===== src/rtl/spike_arbiter.sv =====
// Merges spike events from NUM_SRC per-source FIFOs onto one shared spike bus.
// Round-robin grant, at most one event per clock, registered bus outputs.
module spike_arbiter #(
   parameter int NUM_SRC    = 4,
   parameter int ADDR_WIDTH = 8,
   parameter int FIFO_DEPTH = 4
) (
   input  logic                          clk,
   input  logic                          reset,
   input  logic                          enable,
   input  logic [NUM_SRC-1:0]            src_valid,
   output logic [NUM_SRC-1:0]            src_ready,
   input  logic [NUM_SRC*ADDR_WIDTH-1:0] src_address,
   input  logic [NUM_SRC-1:0]            src_on_off,
   output logic                          spike_valid,
   output logic [ADDR_WIDTH-1:0]         spike_address,
   output logic                          spike_on_off,
   output logic [NUM_SRC-1:0]            overflow
);

   localparam int PW = $clog2(FIFO_DEPTH);
   localparam int SW = $clog2(NUM_SRC);
   localparam int EW = ADDR_WIDTH + 1;

   logic [NUM_SRC-1:0]         w_full;
   logic [NUM_SRC-1:0]         w_empty;
   logic [NUM_SRC-1:0]         w_push;
   logic [NUM_SRC-1:0]         w_pop;
   logic [NUM_SRC-1:0][EW-1:0] w_head;

   // One FIFO per source; the extra pointer MSB tells full from empty.
   generate
      for (genvar gi = 0; gi < NUM_SRC; gi++) begin : g_fifo
         logic [EW-1:0] r_mem [FIFO_DEPTH];
         logic [PW:0]   r_wptr;
         logic [PW:0]   r_rptr;

         assign w_empty[gi] = (r_wptr == r_rptr);
         assign w_full[gi]  = (r_wptr[PW] != r_rptr[PW]) &&
                              (r_wptr[PW-1:0] == r_rptr[PW-1:0]);
         assign w_push[gi]  = src_valid[gi] & ~w_full[gi];
         assign w_head[gi]  = r_mem[r_rptr[PW-1:0]];

         always_ff @(posedge clk) begin
            if (reset) begin
               r_wptr <= '0;
               r_rptr <= '0;
            end else begin
               if (w_push[gi]) r_wptr <= r_wptr + (PW+1)'(1);
               if (w_pop[gi])  r_rptr <= r_rptr + (PW+1)'(1);
            end
         end

         always_ff @(posedge clk) begin
            if (w_push[gi])
               r_mem[r_wptr[PW-1:0]] <= {src_address[gi*ADDR_WIDTH +: ADDR_WIDTH], src_on_off[gi]};
         end
      end
   endgenerate

   logic [SW-1:0]      r_rr_ptr;
   logic [SW-1:0]      w_cand;
   logic [SW-1:0]      w_win_idx;
   logic [SW-1:0]      w_next_ptr;
   logic               w_found;
   logic               w_grant;
   logic [EW-1:0]      w_win_data;
   logic               r_spike_valid;
   logic [ADDR_WIDTH-1:0] r_spike_address;
   logic               r_spike_on_off;
   logic [NUM_SRC-1:0] r_overflow;

   // First non-empty FIFO at or after the round-robin pointer, wrapping.
   always_comb begin
      w_found    = 1'b0;
      w_win_idx  = '0;
      w_win_data = '0;
      w_cand     = '0;
      w_pop      = '0;
      for (int k = 0; k < NUM_SRC; k++) begin
         w_cand = SW'((int'(r_rr_ptr) + k) % NUM_SRC);
         if (!w_found && !w_empty[w_cand]) begin
            w_found    = 1'b1;
            w_win_idx  = w_cand;
            w_win_data = w_head[w_cand];
         end
      end
      w_grant = w_found & enable;
      if (w_grant) w_pop[w_win_idx] = 1'b1;
      w_next_ptr = (w_win_idx == SW'(NUM_SRC - 1)) ? '0 : w_win_idx + SW'(1);
   end

   always_ff @(posedge clk) begin
      if (reset) begin
         r_spike_valid   <= 1'b0;
         r_spike_address <= '0;
         r_spike_on_off  <= 1'b0;
         r_rr_ptr        <= '0;
         r_overflow      <= '0;
      end else begin
         r_overflow <= r_overflow | (src_valid & w_full);
         if (w_grant) begin
            r_spike_valid   <= 1'b1;
            r_spike_address <= w_win_data[EW-1:1];
            r_spike_on_off  <= w_win_data[0];
            r_rr_ptr        <= w_next_ptr;
         end else begin
            r_spike_valid <= 1'b0;
         end
      end
   end

   assign src_ready     = ~w_full;
   assign spike_valid   = r_spike_valid;
   assign spike_address = r_spike_address;
   assign spike_on_off  = r_spike_on_off;
   assign overflow      = r_overflow;

endmodule


===== config.mk =====
export PLATFORM = sky130hd
export DESIGN_NAME = spike_arbiter
export DESIGN_NICKNAME = d
export VERILOG_FILES = /design/src/rtl/spike_arbiter.sv
export SDC_FILE = /design/constraint.sdc
export NUM_CORES = 1
export LEC_CHECK = 0
export ABC_AREA = 1
export CORE_MARGIN = 5
export CORE_UTILIZATION = 54
export CTS_CLUSTER_SIZE = 8
export DETAILED_ROUTE_END_ITERATION = 7
export PLACE_DENSITY_LB_ADDON = 0.1
export SETUP_SLACK_MARGIN = 0.2
export SKIP_CTS_REPAIR_TIMING = 1
export SKIP_LAST_GASP = 1
export SLEW_MARGIN = 20
export SYNTH_ARGS = -nofsm -noshare
export SYNTH_HDL_FRONTEND = slang
export SYNTH_SLANG_ARGS = --single-unit
export TNS_END_PERCENT = 10

===== constraint.sdc =====
create_clock -name clk -period 2.4 [get_ports clk]
set_clock_uncertainty 0.2 [all_clocks]
set_input_delay 0.36 -clock clk [delete_from_list [all_inputs] [get_ports clk]]
set_output_delay 0.36 -clock clk [all_outputs]
set_load 0.02 [all_outputs]

# Word-level counts from Yosys, hierarchy flattened
# Memory sizes are Yosys's and may differ from the RTL's. A register that Yosys moved wholly into a read port is not among the register bits.
# Cells that the tools add are included.
# word_totals
regBits	40
ramBits	144
in_bits	43
output_inout_bits	18
wordCells	122
n_memories	4
# op_classes
add_sub_neg	12
magnitude_cmp	6
n_eq_ne	13
mux	49
bitwise	12
reduce_logical	13
# mem_list
memory	words	word_bits	read_ports	rd_ports_with_merged_regs	wr	line_no	text
g_fifo[0].r_mem	4	9	1	1	1	34	logic [EW-1:0] r_mem [FIFO_DEPTH];
g_fifo[1].r_mem	4	9	1	1	1	34	
g_fifo[2].r_mem	4	9	1	1	1	34	
g_fifo[3].r_mem	4	9	1	1	1	34	
# ops
operator	count
binary-select mux 9 bit (select 2 bit)	4
two-way mux 9 bit	8
two-way mux 2 bit	13
adder 3 x 1 -> 3 bit (second input constant)	8
two-way mux 1 bit	18
< comparator 2 x 3 -> 1 bit (second input constant)	5
== test 3 bit	4
binary-select mux 1 bit (select 2 bit)	4
== test 2 bit	4
logical AND 1 bit	8
bitwise AND 1 bit	5
zero test 1 bit	5
adder 2 x 1 -> 2 bit (second input constant)	2
adder 2 bit (second input constant)	2
bitwise AND 4 bit	1
two-way mux 4 bit	1
!= test 1 bit	4
inverter 1 bit	4
inverter 4 bit	1
bitwise OR 4 bit	1
demux 1 bit (select 2 bit)	1
== test 2 bit (second input constant)	1
greater-or-equal comparator 2 x 1 -> 1 bit (second input constant)	1

# Depth between registers and ports, before layout
# Gate-level depths: netlist (run 1).
# logic_depth
ltp_word	19
mapped_depth	20
ltp_nobuf	19

# Worst setup path after synthesis (run 1)
# No wires, ideal clock.
# synth_timing
path_kind	register to register
startpoint	register r_rr_ptr[1]
endpoint	register g_fifo[2].r_rptr[0]
setup_ps	128
t_arrival_ps	1936
required_time_ps	2072
setup_slack_ps	137
path_stages_with_launch	19
n_path_buf	3
synth_period_minus_slack_ps	2263
cell_sequence	dfxtp_1 > buf_4 > xor2_4 > inv_2 > buf_6 > nand2_4 > nand2_2 > nor2_4 > buf_6 > nor2_1 > o21ai_1 > nand2_1 > o21ai_2 > inv_2 > ha_1 > nand3_1 > nand2_1 > nand2_1 > nor2_1
# synth_via
elab_chain_len	17
elab_cells_between_ends	34
cone_classes	add/sub: 3; order compare: 2; mux: 19; bitwise: 1; reduce/logical: 9
# synth_rtl
element	line_no	text
start: declaration	61	logic [SW-1:0] r_rr_ptr;
start signal: assignment	106	r_rr_ptr <= w_next_ptr;
adder 2 x 1 -> 2 bit	81	w_cand = SW'((int'(r_rr_ptr) + k) % NUM_SRC);
binary-select mux 1 bit (select 2 bit)	82	if (!w_found && !w_empty[w_cand]) begin
two-way mux 1 bit (implied by the code)	82	
zero test 1 bit	82	
logical AND 1 bit	82	
two-way mux 1 bit	82	
zero test 1 bit	82	
logical AND 1 bit	82	
two-way mux 1 bit	82	
zero test 1 bit	82	
logical AND 1 bit	82	
two-way mux 2 bit	82	
< comparator 2 x 3 -> 1 bit (implied by the code) / greater-or-equal comparator 2 x 1 -> 1 bit (equally long branches)	89	if (w_grant) w_pop[w_win_idx] = 1'b1;
logical AND 1 bit (implied by the code)	89	
two-way mux 1 bit (implied by the code)	89	
demux 1 bit (select 2 bit)	89	
two-way mux 4 bit *	89	
end signal: assignment	50	if (w_pop[gi]) r_rptr <= r_rptr + (PW+1)'(1);
end: declaration	36	logic [PW:0] r_rptr;
# Mark *: on every way between the ends. The rest lies on a longest branch, timed or not. The select of a mux whose other input is x is not followed.
# A chain may end at the register's enable or synchronous reset.

# Worst setup path in the final report (run 1)
# layout_timing
startpoint	register g_fifo[3].r_wptr[1]
endpoint	register g_fifo[3].r_rptr[1]
# layout_via
elab_chain_len	17
elab_cells_between_ends	32
cone_classes	order compare: 2; eq/ne: 1; mux: 19; bitwise: 1; reduce/logical: 9
# layout_rtl
element	line_no	text
start: declaration	35	logic [PW:0] r_wptr;
start signal: assignment	49	if (w_push[gi]) r_wptr <= r_wptr + (PW+1)'(1);
== test 3 bit *	38	assign w_empty[gi] = (r_wptr == r_rptr);
binary-select mux 1 bit (select 2 bit)	82	
two-way mux 1 bit (implied by the code)	82	
zero test 1 bit	82	
logical AND 1 bit	82	
two-way mux 1 bit	82	
zero test 1 bit	82	
logical AND 1 bit	82	
two-way mux 1 bit	82	
zero test 1 bit	82	
logical AND 1 bit	82	
two-way mux 2 bit	82	
< comparator 2 x 3 -> 1 bit (implied by the code) / greater-or-equal comparator 2 x 1 -> 1 bit (equally long branches)	89	
logical AND 1 bit (implied by the code)	89	
two-way mux 1 bit (implied by the code)	89	
demux 1 bit (select 2 bit)	89	
two-way mux 4 bit *	89	
end signal: assignment	50	
end: declaration	36	
# Marked as above.

==> results of run 1 <==
[through the flow]
| step | setup slack [ns] | utilization, % | cell area, µm² |
|---|---|---|---|
| after floorplan | 0.176 | - | 9210 |
| after global placement | -0.00326 | 61.6 | 10200 |
| after detailed placement | -0.115 | 61.6 | 10200 |
| after CTS | -0.130 | 65.2 | 10800 |
| after global routing | -0.181 | 67.4 | 11200 |
| final | -0.0328 | 67.4 | 11200 |
[sequential cells by signal, summed over array words and instances, names as in the netlist, named ones only]
signal,count
g_fifo.r_wptr,12
g_fifo.r_mem,144
r_rr_ptr,2
overflow,4
spike_valid,1
g_fifo.r_rptr,12
spike_address,8
spike_on_off,1
[metal layers]
layer  global-route usage, %  up-vias  wire (µm)
met5                       0        -          0
met4                    8.87        0        628
met3                    3.41       34       1270
met2                    35.5      196      10300
met1                    29.5     3360       9290
li1                        -     3601          -
[final cells by class]
cell class / count / area [µm²]
fillers: 1340 / 5420
flip-flops and latches: 192 / 5330
clock inverters: 15 / 173
repair buffers: 133 / 1150
multi-input cells: 696 / 3590
inverters: 73 / 277
well taps: 220 / 275
clock buffers: 17 / 425
[cell families after synthesis]
family,share of synthesized area [%]
AND/OR/NAND/NOR,26.4
AO/OA/AOI/OAI,6.15
adder cells (fa/ha/maj),3.27
flip-flops,57.5
buffers and inverters,5.92
XOR/XNOR,0.776
[worst min-delay path by stage]
stage / cells after the start / startpoint / slack, ns / to
2_1_floorplan: 0 / src_on_off[0] / 0.26 / g_fifo[0].r_mem[0][0]
3_3_place_gp: 2 / overflow[2] / 0.25 / overflow[2]
3_5_place_dp: 2 / overflow[2] / 0.26 / overflow[2]
4_1_cts: 2 / overflow[2] / 0.28 / overflow[2]
5_1_grt: 2 / overflow[2] / 0.31 / overflow[2]
6_report: 2 / overflow[0] / 0.28 / overflow[0]
[power by group through the flow]
| stage | combinational [mW] | sequential [mW] | clock, mW |
|---|---|---|---|
| CTS | 6.07 | 4.13 | 2.90 |
| floorplan | 4.28 | 4.18 | 0 |
| detailed placement | 6.02 | 4.20 | 0 |
| global placement | 5.94 | 4.20 | 0 |
| finish | 6.83 | 4.17 | 2.87 |
| global route | 7.58 | 4.21 | 3.04 |
[worst reg2reg max path, stage by stage, from the launching register on]
cell	delay, ns
dfxtp_4	0.38
xnor2_4	0.20
nand3_4	0.11
nand2_2	0.09
nand2_1	0.07
nand2_1	0.09
nand2_2	0.09
nor2_4	0.16
nand3_4	0.11
o21ai_4	0.25
inv_2	0.11
ha_4	0.19
nand3_4	0.10
nand2_1	0.07
nand2_1	0.07
nor2_1	0.06
[layout by cell type, fill, tap and decap left out, drive strengths merged]
cell           netlist  routed
o211ai               8       8
clkbuf               8      17
nand2              328     328
clkinvlp             0       3
ha                  24      24
nand4               22      22
a21oi               14      14
buf                 38      73
dlymetal6s2s         0       1
dfxtp               48      48
nor2                70      70
and2                 1       1
o21ai               60      60
nand3              142     142
and3                 4       4
xor2                 5       5
inv                 68      75
o21a                17      17
xnor2                1       1
clkinv               5       8
edfxtp             144     144
clkdlybuf4s50        0      59
bufinv               0       2
==> impl_metrics.json, run 1 <==
{
  "status": "complete, but fails checks",
  "violations": "negative setup slack",
  "cpLargestDelayFamily": "simple AND/OR/NAND/NOR gates",
  "clock_latency_ns": 0.43,
  "gr-total-overflow": 0,
  "critPathKind": "flip-flop to flip-flop",
  "synth_top_area_share_pct": 47.0,
  "syn-cell-area_mm2": 0.00920,
  "grt_usage_pct": 21.8,
  "crit_top_cell": "nand2_1",
  "ctsRootBufferMaster": "clkbuf_16",
  "layout.nets": 1180,
  "switching_power_mw": 5.85,
  "cp.buffers_inverters": 1,
  "vias": 7191,
  "worst-path-stages": 15,
  "fin_ws_ns": -0.0328,
  "clkPwrFrac_pct": 20.7,
  "max-slew-margin-rel_pct": 75.2,
  "synth_edf_count": 144,
  "seq_area_frac_synth_pct": 57.5,
  "power.density_mw_per_mm2": 1240,
  "slowest_stage": "dfxtp_4",
  "startpoint_type": "flip-flop",
  "core_region_area_mm2": 0.0166,
  "p_int_mw": 8.02,
  "antenna_found_initial": 0,
  "clkTransAtPathRegs_ns": 0.07,
  "maxCapViolations": 0,
  "yosysUniqueCellTypes": 33,
  "numCtsBuffers": 17,
  "area_growth_pct": 22.0,
  "drc": 0,
  "power_mw": 13.9,
  "cp-startpoint": "g_fifo[3].r_wptr[1]",
  "dp_hpwl_um": 14800,
  "ff2ff_setup_slack_ns": -0.03,
  "synth-seq-cells": 192,
  "ys_warn_count": 0,
  "wl_um": 21500,
  "cp_slowest_stage_delay_ns": 0.38,
  "viasPerCell": 5.34,
  "dp.cells": 1300,
  "worst_ir_drop_vdd_mv": 0.931,
  "dr.first_iter.drc_count": 553,
  "first_pass_iters": 5,
  "syn_avg_cell_area_um2": 9.13,
  "crit_arrival_ns": 2.56,
  "timing.hold.ws_ns": 0.277,
  "crit_end": "g_fifo[3].r_rptr[1]",
  "cts_sinks": 192,
  "fin_setup_tns_ns": -0.0640,
  "grt_max_degree": 35,
  "synthFlopType": "edfxtp_1",
  "diodes": 0,
  "boundaryPins": 61,
  "setup_viol": 2,
  "clock_path_buffers": 2,
  "drive_gt1_share_pct": 17.8,
  "seq_power_share_pct": 30.1,
  "first_global_vias": 6536,
  "wl_per_cell_um": 15.9,
  "h-tree-depth": 4,
  "r2r-end": "g_fifo[3].r_rptr[1]",
  "final-instance-count-excl-fill": 1346,
  "portBuffers": 60,
  "hp-class": "flip-flop to flip-flop",
  "synth_fp_nets": 1074,
  "cts_tree": "yes",
  "fin_crit_ns": 2.43,
  "start_util_pct": 55.3,
  "crit_path_end_kind": "flip-flop",
  "synthCells": 1007,
  "dieArea_mm2": 0.0197,
  "fp-row-count": 47,
  "grt_pass1_wl_um": 33600,
  "ant_nets": 0,
  "synth_commonest_cells": "324 x nand2_1, 144 x edfxtp_1, 139 x nand3_1",
  "hold_viol": 0,
  "yosysTopAreaCell": "edfxtp_1",
  "path_cells": "xnor2_4 > nand3_4 > nand2_2 > nand2_1 > nand2_1 > nand2_2 > nor2_4 > nand3_4 > o21ai_4 > inv_2 > ha_4 > nand3_4 > nand2_1 > nand2_1 > nor2_1",
  "timing.fmax_mhz": 411,
  "required_ns": 2.52,
  "fin_crit_sh_pct": 101,
  "gp_congestion": 0.929,
  "combPwrFrac_pct": 49.3,
  "synthTopCellsByArea": "edfxtp_1 47%, nand2_1 13%, dfxtp_1 10%",
  "r2r-start": "g_fifo[3].r_wptr[1]",
  "slew_viol_final": 0,
  "netSwitchingFraction_pct": 42.2,
  "yosys.cell_count.top_type": "nand2_1",
  "tightest_slew_ns": 0.370,
  "rr_worst_depth": 15,
  "leakagePower_nw": 4.53,
  "async_flop_share_pct": 0,
  "rsz0062_at_grt": "true",
  "die_y_um": 141,
  "path_max_fanout": 4,
  "die_w_um": 141
}
No activity file was read; power rests on OpenSTA's default activity.
==> run 2: changes to the inputs <==
Settings changed: CTS_BUF_LIST set to sky130_fd_sc_hd__clkbuf_4 sky130_fd_sc_hd__clkbuf_8 sky130_fd_sc_hd__clkbuf_16.
==> results of run 2 <==
No change in the layout: final DEF, timing and power equal those of run 1.
==> run 3: changes to the inputs <==
Settings changed: CORE_MARGIN 5 to 3.
==> impl_metrics.json, run 3 (synthesis results as in run 1) <==
{
  "fin_setup_tns_ns": 0,
  "layout.nets": 1167,
  "grt_usage_pct": 23.3,
  "wl_per_cell_um": 16.0,
  "ant_nets": 0,
  "required_ns": 1.84,
  "dp.cells": 1293,
  "wl_um": 21300,
  "cts_sinks": 192,
  "crit_path_end_kind": "primary output",
  "grt_pass1_wl_um": 33200,
  "status": "completed",
  "final-instance-count-excl-fill": 1333,
  "crit_end": "src_ready[1]",
  "rr_worst_depth": 19,
  "dieArea_mm2": 0.0186,
  "leakagePower_nw": 4.49,
  "hp-class": "flip-flop to flip-flop",
  "setup_viol": 0,
  "boundaryPins": 61,
  "viasPerCell": 5.29,
  "start_util_pct": 55.3,
  "dp_hpwl_um": 14600,
  "fin_crit_ns": 2.37,
  "diodes": 0,
  "drc": 0,
  "clock_latency_ns": 0.43,
  "timing.hold.ws_ns": 0.264,
  "highest_layer": "met4",
  "fin_crit_sh_pct": 98.6,
  "critPathKind": "flip-flop to primary output",
  "first_pass_iters": 7,
  "timing.fmax_mhz": 423,
  "grt_max_degree": 35,
  "cp-startpoint": "g_fifo[1].r_wptr[0]",
  "gp_congestion": 0.926,
  "dr.first_iter.drc_count": 438,
  "met3_length_um": 898,
  "met2_length_um": 10500,
  "met1Wirelength_um": 9400,
  "vias": 7045,
  "first_global_vias": 6483,
  "clkTransAtPathRegs_ns": 0.07,
  "maxCapViolations": 0,
  "die_y_um": 137,
  "gr-total-overflow": 0,
  "rsz0062_at_grt": "true",
  "crit_arrival_ns": 1.81,
  "numCtsBuffers": 17,
  "ctsRootBufferMaster": "clkbuf_16",
  "worst_ir_drop_vdd_mv": 0.700,
  "drive_gt1_share_pct": 16.2,
  "h-tree-depth": 4,
  "core_region_area_mm2": 0.0166,
  "utilization_pct": 66.9,
  "largest_reg_flops": 144,
  "max-slew-margin-rel_pct": 76.4,
  "r2r-end": "g_fifo[3].r_rptr[0]",
  "ff2ff_setup_slack_ns": 0.05,
  "slew_viol_final": 0,
  "fp-row-count": 47,
  "power.density_mw_per_mm2": 1240,
  "area_growth_pct": 21.0,
  "portBuffers": 60,
  "r2r-start": "g_fifo[0].r_wptr[0]",
  "die_w_um": 137,
  "cts_tree": "yes",
  "clock_path_buffers": 2,
  "hold_viol": 0,
  "layout_commonest_cell": "nand2_1",
  "tightest_slew_ns": 0.351,
  "mostFrequentLayoutCells": "301 x nand2_1, 144 x edfxtp_1, 133 x nand3_1",
  "antenna_found_initial": 0,
  "path_max_fanout": 5,
  "startpoint_type": "flip-flop"
}
[run 3: cell types whose count changed in the layout (fill, tap and decap cells not counted), sizes merged]
cell	change
clkinvlp	-2
buf	-13
clkdlybuf4s50	+1
inv	+1
clkbuf	+1
dlymetal6s2s	-1
[run 3: worst min-delay path by stage]
| stage | from | end | cells past startpoint |
|---|---|---|---|
| 6_report | overflow[2] | overflow[2] | 2 |
| 5_1_grt | overflow[2] | overflow[2] | 2 |
| 4_1_cts | overflow[2] | overflow[2] | 2 |
| 3_5_place_dp | overflow[2] | overflow[2] | 2 |
| 3_3_place_gp | overflow[2] | overflow[2] | 2 |
| 2_1_floorplan | src_on_off[0] | g_fifo[0].r_mem[0][0] | 0 |
[run 3: area by class of cell]
| type | instances | area [µm²] |
|---|---|---|
| fillers | 1355 | 5520 |
| clock inverters | 14 | 169 |
| clock buffers | 18 | 439 |
| repair buffers | 120 | 1050 |
| well taps | 220 | 275 |
| multi-input cells | 696 | 3590 |
| flip-flops and latches | 192 | 5320 |
| inverters | 73 | 279 |
[run 3: critical path, stage by stage, from the launching register on]
cell and delay, ns:
dfxtp_4 0.38, inv_4 0.05, nand2_1 0.08, nand2_2 0.07
nand4_1 0.17, clkdlybuf4s50_1 0.64
[run 3: per-stage QoR]
stage	setup slack (ns)	area [µm²]	total power, mW
after floorplan	0.176	9210	8.46
after global routing	-0.0935	11100	14.8
after global placement	0.0861	10200	10.1
after CTS	0.000225	10800	13.0
after detailed placement	0.0149	10200	10.2
final	0.0346	11100	13.8
[run 3: power breakdown]
group          switching (mW)  leakage [nW]  internal (mW)
clock network            1.28         0.295           1.60
logic                    4.35          2.47           2.44
registers               0.205          1.73           3.92
[run 3: layer usage]
layer	vias to the layer above	track usage (%)
li1	3582	-
met1	3283	32.2
met2	153	37.9
met3	27	4.12
met4	0	7.05
met5	-	0
